===== config.mk =====
export PLATFORM = sky130hd
export DESIGN_NAME = uart_rom_loader
export DESIGN_NICKNAME = d
export VERILOG_FILES = /design/src/rtl/uart_rom_loader_pkg.sv /design/src/rtl/rom_loader_timeout.sv /design/src/rtl/uart_rom_loader.sv
export SDC_FILE = /design/constraint.sdc
export NUM_CORES = 1
export LEC_CHECK = 0
export ABC_AREA = 1
export BUFFER_PORTS_ARGS = -buffer_cell sky130_fd_sc_hd__buf_2
export CORE_AREA = 8 8 144 79
export CTS_CLUSTER_SIZE = 25
export DETAILED_ROUTE_END_ITERATION = 8
export DIE_AREA = 0 0 152 87
export GPL_ROUTABILITY_DRIVEN = 0
export HOLD_SLACK_MARGIN = 0.15
export PLACE_DENSITY = 0.83
export SETUP_SLACK_MARGIN = 0.02
export SLEW_MARGIN = 10
export SYNTH_ARGS = -nofsm -noshare
export SYNTH_HDL_FRONTEND = slang
export SYNTH_HIERARCHICAL = 1
export SYNTH_SLANG_ARGS = --single-unit

===== constraint.sdc =====
create_clock -name clk -period 6.6 [get_ports clk]
set_clock_uncertainty 0.1 [all_clocks]
set_input_delay 0.66 -clock clk [delete_from_list [all_inputs] [get_ports clk]]
set_output_delay 0.66 -clock clk [all_outputs]
set_load 0.05 [all_outputs]

===== src/rtl/uart_rom_loader_pkg.sv =====
// uart_rom_loader_pkg: loader FSM states and the protocol bytes of the ROM image frame
package uart_rom_loader_pkg;
    typedef enum logic [2:0] {IDLE, CNT_HI, CNT_LO, DATA_HI, DATA_LO, CHECK, SEND, WAIT_TX} state_t;
    localparam logic [7:0] SYNC_BYTE = 8'hA5;
    localparam logic [7:0] ACK_BYTE = 8'h06;
    localparam logic [7:0] NAK_BYTE = 8'h15;
    localparam int COUNT_WIDTH = 16;
endpackage


===== src/rtl/rom_loader_timeout.sv =====
// rom_loader_timeout: inter-byte watchdog, reloaded on every received strobe, cleared while disabled
module rom_loader_timeout #(
    parameter int TIMEOUT_CYCLES = 1000000
) (
    input  logic clk,
    input  logic rst,
    input  logic i_reload,
    input  logic i_enable,
    output logic o_expired
);
    localparam int W = $clog2(TIMEOUT_CYCLES + 1);
    localparam logic [W-1:0] LOAD = W'(TIMEOUT_CYCLES);
    logic [W-1:0] r_cnt;
    always_ff @(posedge clk) begin
        if (rst) r_cnt <= '0;
        else if (i_reload) r_cnt <= LOAD;
        else if (!i_enable) r_cnt <= '0;
        else if (r_cnt != '0) r_cnt <= r_cnt - W'(1);
    end
    assign o_expired = i_enable && !i_reload && r_cnt == '0;
endmodule


===== src/rtl/uart_rom_loader.sv =====
// uart_rom_loader: parses a framed ROM image from the UART, writes Hack words to ROM, replies ACK/NAK
module uart_rom_loader import uart_rom_loader_pkg::*; #(
    parameter int ADDR_WIDTH = 15,
    parameter int TIMEOUT_CYCLES = 1000000
) (
    input  logic                  clk,
    input  logic                  rst,
    input  logic                  received,
    input  logic [7:0]            rx_byte,
    input  logic                  recv_error,
    input  logic                  is_transmitting,
    output logic                  transmit,
    output logic [7:0]            tx_byte,
    output logic                  rom_we,
    output logic [ADDR_WIDTH-1:0] rom_addr,
    output logic [15:0]           rom_data,
    output logic                  loading,
    output logic                  done,
    output logic                  load_error
);
    state_t r_state, w_next;
    logic [7:0] r_cnt_hi, r_hi, r_chk, r_tx_byte;
    logic [COUNT_WIDTH-1:0] r_left, w_count;
    logic [15:0] r_data;
    logic [ADDR_WIDTH-1:0] r_addr;
    logic r_we, r_transmit, r_loading, r_done, r_err, r_seen;
    logic w_rx, w_active, w_expired, w_abort, w_too_big;

    // a framing error in the same cycle as a byte discards the byte
    assign w_rx = received && !recv_error;
    assign w_active = r_state inside {CNT_HI, CNT_LO, DATA_HI, DATA_LO, CHECK};
    assign w_abort = w_active && (recv_error || w_expired);
    assign w_count = {r_cnt_hi, rx_byte};
    assign w_too_big = {1'b0, w_count} > (17'd1 << ADDR_WIDTH);

    rom_loader_timeout #(.TIMEOUT_CYCLES(TIMEOUT_CYCLES)) u_timeout (
        .clk(clk),
        .rst(rst),
        .i_reload(received),
        .i_enable(w_active),
        .o_expired(w_expired)
    );

    always_comb begin
        w_next = r_state;
        case (r_state)
            IDLE:    w_next = (w_rx && rx_byte == SYNC_BYTE) ? CNT_HI : IDLE;
            CNT_HI:  w_next = w_rx ? CNT_LO : CNT_HI;
            CNT_LO:  w_next = !w_rx ? CNT_LO : w_count == '0 ? CHECK : w_too_big ? SEND : DATA_HI;
            DATA_HI: w_next = w_rx ? DATA_LO : DATA_HI;
            DATA_LO: w_next = !w_rx ? DATA_LO : r_left == COUNT_WIDTH'(1) ? CHECK : DATA_HI;
            CHECK:   w_next = w_rx ? SEND : CHECK;
            SEND:    w_next = is_transmitting ? SEND : WAIT_TX;
            WAIT_TX: w_next = (r_seen && !is_transmitting) ? IDLE : WAIT_TX;
            default: w_next = IDLE;
        endcase
        if (w_abort) w_next = SEND;
    end

    always_ff @(posedge clk) begin
        if (rst) begin
            r_state <= IDLE;
            r_cnt_hi <= '0;
            r_hi <= '0;
            r_chk <= '0;
            r_tx_byte <= '0;
            r_left <= '0;
            r_data <= '0;
            r_addr <= '0;
            r_we <= 1'b0;
            r_transmit <= 1'b0;
            r_loading <= 1'b0;
            r_done <= 1'b0;
            r_err <= 1'b0;
            r_seen <= 1'b0;
        end else begin
            r_state <= w_next;
            r_we <= 1'b0;
            r_transmit <= 1'b0;
            if (r_we) r_addr <= r_addr + ADDR_WIDTH'(1);
            if (w_abort) begin
                r_err <= 1'b1;
                r_tx_byte <= NAK_BYTE;
            end else begin
                case (r_state)
                    IDLE: if (w_rx && rx_byte == SYNC_BYTE) begin
                        r_loading <= 1'b1;
                        r_done <= 1'b0;
                        r_err <= 1'b0;
                        r_chk <= '0;
                        r_addr <= '0;
                    end
                    CNT_HI: if (w_rx) begin
                        r_cnt_hi <= rx_byte;
                        r_chk <= r_chk + rx_byte;
                    end
                    CNT_LO: if (w_rx) begin
                        r_left <= w_count;
                        r_chk <= r_chk + rx_byte;
                        if (w_too_big) begin
                            r_err <= 1'b1;
                            r_tx_byte <= NAK_BYTE;
                        end
                    end
                    DATA_HI: if (w_rx) begin
                        r_hi <= rx_byte;
                        r_chk <= r_chk + rx_byte;
                    end
                    DATA_LO: if (w_rx) begin
                        r_data <= {r_hi, rx_byte};
                        r_we <= 1'b1;
                        r_left <= r_left - COUNT_WIDTH'(1);
                        r_chk <= r_chk + rx_byte;
                    end
                    CHECK: if (w_rx) begin
                        r_done <= rx_byte == r_chk;
                        r_err <= rx_byte != r_chk;
                        r_tx_byte <= (rx_byte == r_chk) ? ACK_BYTE : NAK_BYTE;
                    end
                    SEND: begin
                        r_seen <= 1'b0;
                        r_transmit <= !is_transmitting;
                    end
                    WAIT_TX: begin
                        if (is_transmitting) r_seen <= 1'b1;
                        if (r_seen && !is_transmitting) r_loading <= 1'b0;
                    end
                    default: ;
                endcase
            end
        end
    end

    assign transmit = r_transmit;
    assign tx_byte = r_tx_byte;
    assign rom_we = r_we;
    assign rom_addr = r_addr;
    assign rom_data = r_data;
    assign loading = r_loading;
    assign done = r_done;
    assign load_error = r_err;
endmodule


**Word level (Yosys, flattened, before mapping)**

Index checks and enable logic that the tools add are counted.

- Register bits: 108
- Bits in latches: 0
- ROM bits: 0
- Output and inout port bits: 44
- Bits in writable memories: 0
- Logic and storage cells: 136
- Memories: 0

- Divide/modulo/power cells: 0
- Magnitude comparators: 1
- Multiplexer cells: 46
- Multiply operators: 0
- Add/subtract/negate cells: 4
- Bitwise logic cells: 4
- Reductions and logical operators: 39
- Equal/unequal tests: 24
- Shift-type cells: 0

Operators by type and width:

| cell | count |
|---|---|
| 2-to-1 mux 15 bit | 4 |
| 2-to-1 mux 20 bit | 3 |
| 2-to-1 mux 8 bit | 5 |
| 2-to-1 mux 16 bit | 2 |
| one-hot mux 16 bit (2 select lines) | 1 |
| one-hot mux 8 bit (2 select lines) | 2 |
| 2-to-1 mux 3 bit | 8 |
| one-hot mux 3 bit (8 select lines) | 1 |
| AND reduction 4 bit | 6 |
| logical NOT 20 bit | 1 |
| nonzero test 20 bit | 1 |
| subtractor 20 x 1 -> 20 bit (second input constant) | 1 |
| == test 16 x 1 -> 1 bit (second input constant) | 1 |
| > comparator 16 bit (second input constant) | 1 |
| logical NOT 16 bit | 1 |
| subtractor 16 x 1 -> 16 bit (second input constant) | 1 |
| adder 15 x 1 -> 15 bit (second input constant) | 1 |
| != test 3 bit (second input constant) | 5 |
| != test 2 bit (second input constant) | 7 |
| == test 3 bit (second input constant) | 4 |
| 2-to-1 mux 1 bit | 12 |
| AND reduction 3 bit | 4 |
| nonzero test 2 bit | 6 |
| 2-to-1 mux 5 bit | 2 |
| 22 further kinds | 38 |

**Depth between registers and ports, before layout**

- Word-level depth: 8
- Mapped depth: 16
- Gate-level depth less buffers: 15

**Cells and area by module**

The synthesis kept the hierarchy.

Modules (own cells, without submodules):

| module | area each (sq um) | instances | seq. area each (sq um) | cells an instance |
|---|---|---|---|---|
| uart_rom_loader | 4568.1 | 1 | 1661.6 | 687 |
| rom_loader_timeout | 1182.4 | 1 | 400.4 | 172 |

**Least setup slack after synthesis**

OpenSTA, ideal clock, no wires.

- Path type: register -> register
- Start point: reg r_state[0]
- End point: reg r_left[8]
- Path slack: 4.496 ns
- Data arrival time: 1.889 ns
- Cell stages (with the launch flop): 14
- Library setup time: 0.116 ns
- Path buffers: 1
- Required time: 6.384 ns
- Path through: dfxtp_1 -> nor2_2 -> nand2_4 -> nand2_4 -> inv_6 -> nand3_4 -> inv_1 -> nor3_1 -> or2_2 -> nand2_4 -> nand3_2 -> buf_2 -> a21oi_1 -> nor2_1

- Cells in the longest elaborated chain, start to end: 8
- Elaborated cells on any way between the ends: 16

RTL lines:

| item | RTL line | RTL |
|---|---|---|
| from (decl) | uart_rom_loader.sv:21 | `state_t r_state, w_next;` |
| from (signal assigned) | uart_rom_loader.sv:77 | `r_state <= w_next;` |
| == test 3 x 1 -> 1 bit, or another cell as far along | uart_rom_loader.sv:31 | `assign w_active = r_state inside {CNT_HI, CNT_LO, DATA_HI, DATA_LO, CHECK};` |
| nonzero test 5 bit * | uart_rom_loader.sv:31 |  |
| net w_active | uart_rom_loader.sv:27 | `logic w_rx, w_active, w_expired, w_abort, w_too_big;` |
| logical AND 1 bit * (2 in a row) | rom_loader_timeout.sv:20 | `assign o_expired = i_enable && !i_reload && r_cnt == '0;` |
| net w_expired | uart_rom_loader.sv:27 |  |
| logical OR 1 bit * | uart_rom_loader.sv:32 | `assign w_abort = w_active && (recv_error \|\| w_expired);` |
| logical AND 1 bit * | uart_rom_loader.sv:32 |  |
| inverter 1 bit (no source line) * | -- |  |
| AND reduction 4 bit (no source line) * | -- |  |
| to (signal assigned) | uart_rom_loader.sv:98 | `r_left <= w_count;` |
| to (signal assigned) | uart_rom_loader.sv:112 | `r_left <= r_left - COUNT_WIDTH'(1);` |
| to (decl) | uart_rom_loader.sv:23 | `logic [COUNT_WIDTH-1:0] r_left, w_count;` |

The timed path passes the listed nets; every way through them passes the cells marked *.
A chain may end at the register's enable or synchronous reset.

**Worst setup path after layout**

- Start point: reg r_state[0]
- End point: reg r_chk[5]

- Cells in the longest elaborated chain, start to end: 8
- Elaborated cells on any way between the ends: 18

RTL lines:

| item | RTL line | RTL |
|---|---|---|
| == test 3 x 1 -> 1 bit, or another cell as far along | uart_rom_loader.sv:31 |  |
| nonzero test 5 bit * | uart_rom_loader.sv:31 |  |
| net w_active | uart_rom_loader.sv:27 |  |
| logical AND 1 bit * (2 in a row) | rom_loader_timeout.sv:20 |  |
| net w_expired | uart_rom_loader.sv:27 |  |
| logical OR 1 bit * | uart_rom_loader.sv:32 |  |
| logical AND 1 bit * | uart_rom_loader.sv:32 |  |
| inverter 1 bit (no source line) * | -- |  |
| AND reduction 4 bit (no source line) * | -- |  |
| to (signal assigned) | uart_rom_loader.sv:95 | `r_chk <= r_chk + rx_byte;` |
| to (signal assigned) | uart_rom_loader.sv:99 | `r_chk <= r_chk + rx_byte;` |
| to (signal assigned) | uart_rom_loader.sv:107 | `r_chk <= r_chk + rx_byte;` |
| to (decl) | uart_rom_loader.sv:22 | `logic [7:0] r_cnt_hi, r_hi, r_chk, r_tx_byte;` |

Marks and branches as above.

==> metrics.txt <==
row count 26; top post-synthesis cells by count nand2_1, nor2_1, dfxtp_1; main combinational cell family by area after synthesis simple AND/OR/NAND/NOR gates; Avg Cell Area, Syn 6.69 um2; Routed WL 14800 um; Num CTS Buffers 9; Achievable Freq 0.337 GHz; placed cells 1013; Comb pwr share 46.4%; required time worst endpoint 6770 ps; Post-synth top flop dfxtp_1; H-tree levels 3; post-route setup TNS 0 ps; Slowest cell on crit path dfxtp_1; Core ar. 9600 um2; Die Area 13200 um2; critical path endpoint category register; Seq/Total Area, Yosys 35.9%; # fillers 836; maximum vdd ir drop 0.164 mV; Clock Pin Slew Worst Setup and Hold Paths 70 ps; LEAKAGE 2.89 nW; top-area cell type share of the netlist area 35.9%; Total GRT Usage 22.0%; Routed Antenna Nets 0; adder-cell share of the synthesized area 2.74%; endpoints failing hold 0; io pins 57; DRT Pass-1 Iters 5; Post-CTS Setup Bufs 0; grt total ovfl 0; hold buffers post-CTS 0; CTS tree done; Yosys warnings 6; Die Span Y 87 um; Setup Viol. Count Final 0; minimum clock period 2970 ps; number of library cell types mapped by synthesis 47; most common cell type on the critical path nand2_4; Tot Pwr 0.00273 W; top-count cell post-synth nand2_1; critical path fanouts, max 41; Seq cells post-synth 103; detailed-route wire length per cell 14.4 um; Max-cap violations 0; Post-Layout Cell Count 1029; post_cts resized 0; EDFF count, synth 0; Clock Power Share 25.2%; Net Sw Frac 43.8%; DR iter-0 viols 709; worst-path cell chain nor2_2, nand2_4, nand2_4, inv_6, nand3_4, inv_1, nor3_1, or2_2, nand2_4, nand3_2, inv_2, nand2_1, a21oi_1; max_slew headroom 52.3%; Int Power 0.00153 W; Final HPWL DP 10800 um; initial core utilization 59.9%; largest net degree at the start of global routing 65; first-pass GRT wire length 24000 um; crit path kind reg2reg; critical path launch point type register; ranking of synthesized cells by area dfxtp_1, nand2_1, a21oi_1, nor2_1, nand3_1; Slew Limit Fails 0; layout cell share with drive strength beyond 1 12.0%; PnR worst setup slack 3630 ps; vias per inst 5.48; number of global-route vias before repair 4858; number of diodes 0; post-synthesis compound-gate area fraction 11.0%; initial antenna violation count 0; status complete, no violations; Period Utilization, post-route 45.0%; via count 5637; CTS Sinks 103; RSZ-0062 raised after global routing no; Post-Syn Area 5750 um2; root buf cell clkbuf_16; Place WS 3740 ps; Critical Path AT 3140 ps; post-synthesis cell count 859; Pwr per Cell Area 427 nW/um2; measured slew at the worst slew-check pin 715 ps; HP Class reg2reg; post-synthesis simple-gate area fraction 37.8%; clk_lat worst skew 350 ps; die span in x 152 um; multiplexer share of the synthesized area 0%; P&R area growth vs syn 11.1%; nets 923; sequential share of power 28.4%; Async S/R FF share, synth 0%; Sw Pwr 0.00119 W; leading area contributor after synthesis dfxtp_1; Synth Area in XOR/XNOR 3.35%; clk buf depth 2; DRC Markers 0; PortBufs 52; CP max stage delay 480 ps
layer usage:
layer | routed length [um] | track usage (%) | vias to the layer above
met5 | 0 | 0 | -
met4 | 160 | 4.95 | 0
met3 | 1610 | 6.09 | 19
met2 | 5560 | 29.5 | 253
met1 | 7450 | 33.2 | 2537
li1 | - | - | 2828
layout make-up:
type / count / area [um2] / area share (%)
multi-input combinational: 642 / 3170 / 49.6
sequential: 103 / 2060 / 32.3
inverter: 89 / 339 / 5.31
timing repair buffer: 53 / 268 / 4.19
clock buffer: 9 / 225 / 3.52
clock inverter: 7 / 166 / 2.60
tap: 126 / 158 / 2.47
power groups by stage:
stage          Sequential (W)  Clock, W  Combinational [W]
3_3_place_gp         0.000781         0            0.00121
2_1_floorplan        0.000811         0            0.00100
6_report             0.000773  0.000688            0.00127
5_1_grt              0.000782  0.000717            0.00140
3_5_place_dp         0.000783         0            0.00123
4_1_cts              0.000770  0.000693            0.00124
through the flow:
step | utilization (%) | instance area, um2 | hold slack (ps)
after floorplan | - | 5760 | 339
after global placement | 62.5 | 6000 | 351
after detailed placement | 62.5 | 6000 | 350
after CTS | 66.6 | 6390 | 360
after global routing | 66.6 | 6390 | 384
final | 66.6 | 6390 | 362
registers in the layout, indices dropped and copies added (netlist names), 3 cells and up:
signal and flops:
r_chk 8, r_cnt_hi 8, r_hi 8, r_left 16, r_state 3, rom_addr 15
rom_data 16, tx_byte 3, u_timeout/r_cnt 20
layout by cell type, fill, tap and decap left out, drive strengths merged, types with 2 or more instances in the layout:
| cell type | netlist | layout |
|---|---|---|
| and2 | 3 | 3 |
| inv | 87 | 88 |
| xor2 | 16 | 16 |
| nand4 | 17 | 17 |
| clkbuf | 10 | 9 |
| or2 | 3 | 3 |
| nand2 | 245 | 245 |
| bufinv | 0 | 5 |
| ha | 11 | 11 |
| nand3 | 76 | 76 |
| dfxtp | 103 | 103 |
| xnor2 | 6 | 6 |
| nand3b | 2 | 2 |
| nor2 | 117 | 117 |
| o21ai | 29 | 29 |
| clkinv | 2 | 2 |
| buf | 18 | 53 |
| a31oi | 2 | 2 |
| a21oi | 85 | 85 |
| conb | 1 | 4 |
| nor3 | 17 | 17 |
worst max-delay path, delay by kind of cell (launching register included):
family,cells,cell delay (ps)
buffers and inverters,3,410
DFF,1,480
and+or+nand+nor,9,1750
AOI/OAI and AO/OA,1,150
final timing paths:
check / from / end / slack, ps / cells past startpoint
worst max-delay path: r_state[0] / r_chk[5] / 3630 / 13
worst min-delay path: rom_data[2] / rom_data[2] / 360 / 2
worst max register to register: r_state[0] / r_chk[5] / 3630 / 13
worst min register to register: rom_data[2] / rom_data[2] / 360 / 2
cells by family (layout without fill, tap and decap cells):
kind of cell | Yosys count | after routing
and+or+nand+nor | 483 | 483
AOI/OAI and AO/OA | 121 | 121
buffers and inverters | 117 | 158
DFF | 103 | 103
xor gates and xnor gates | 22 | 22
adders and majority gates | 12 | 12
other | 1 | 4
(Power assumes the default switching activity.)
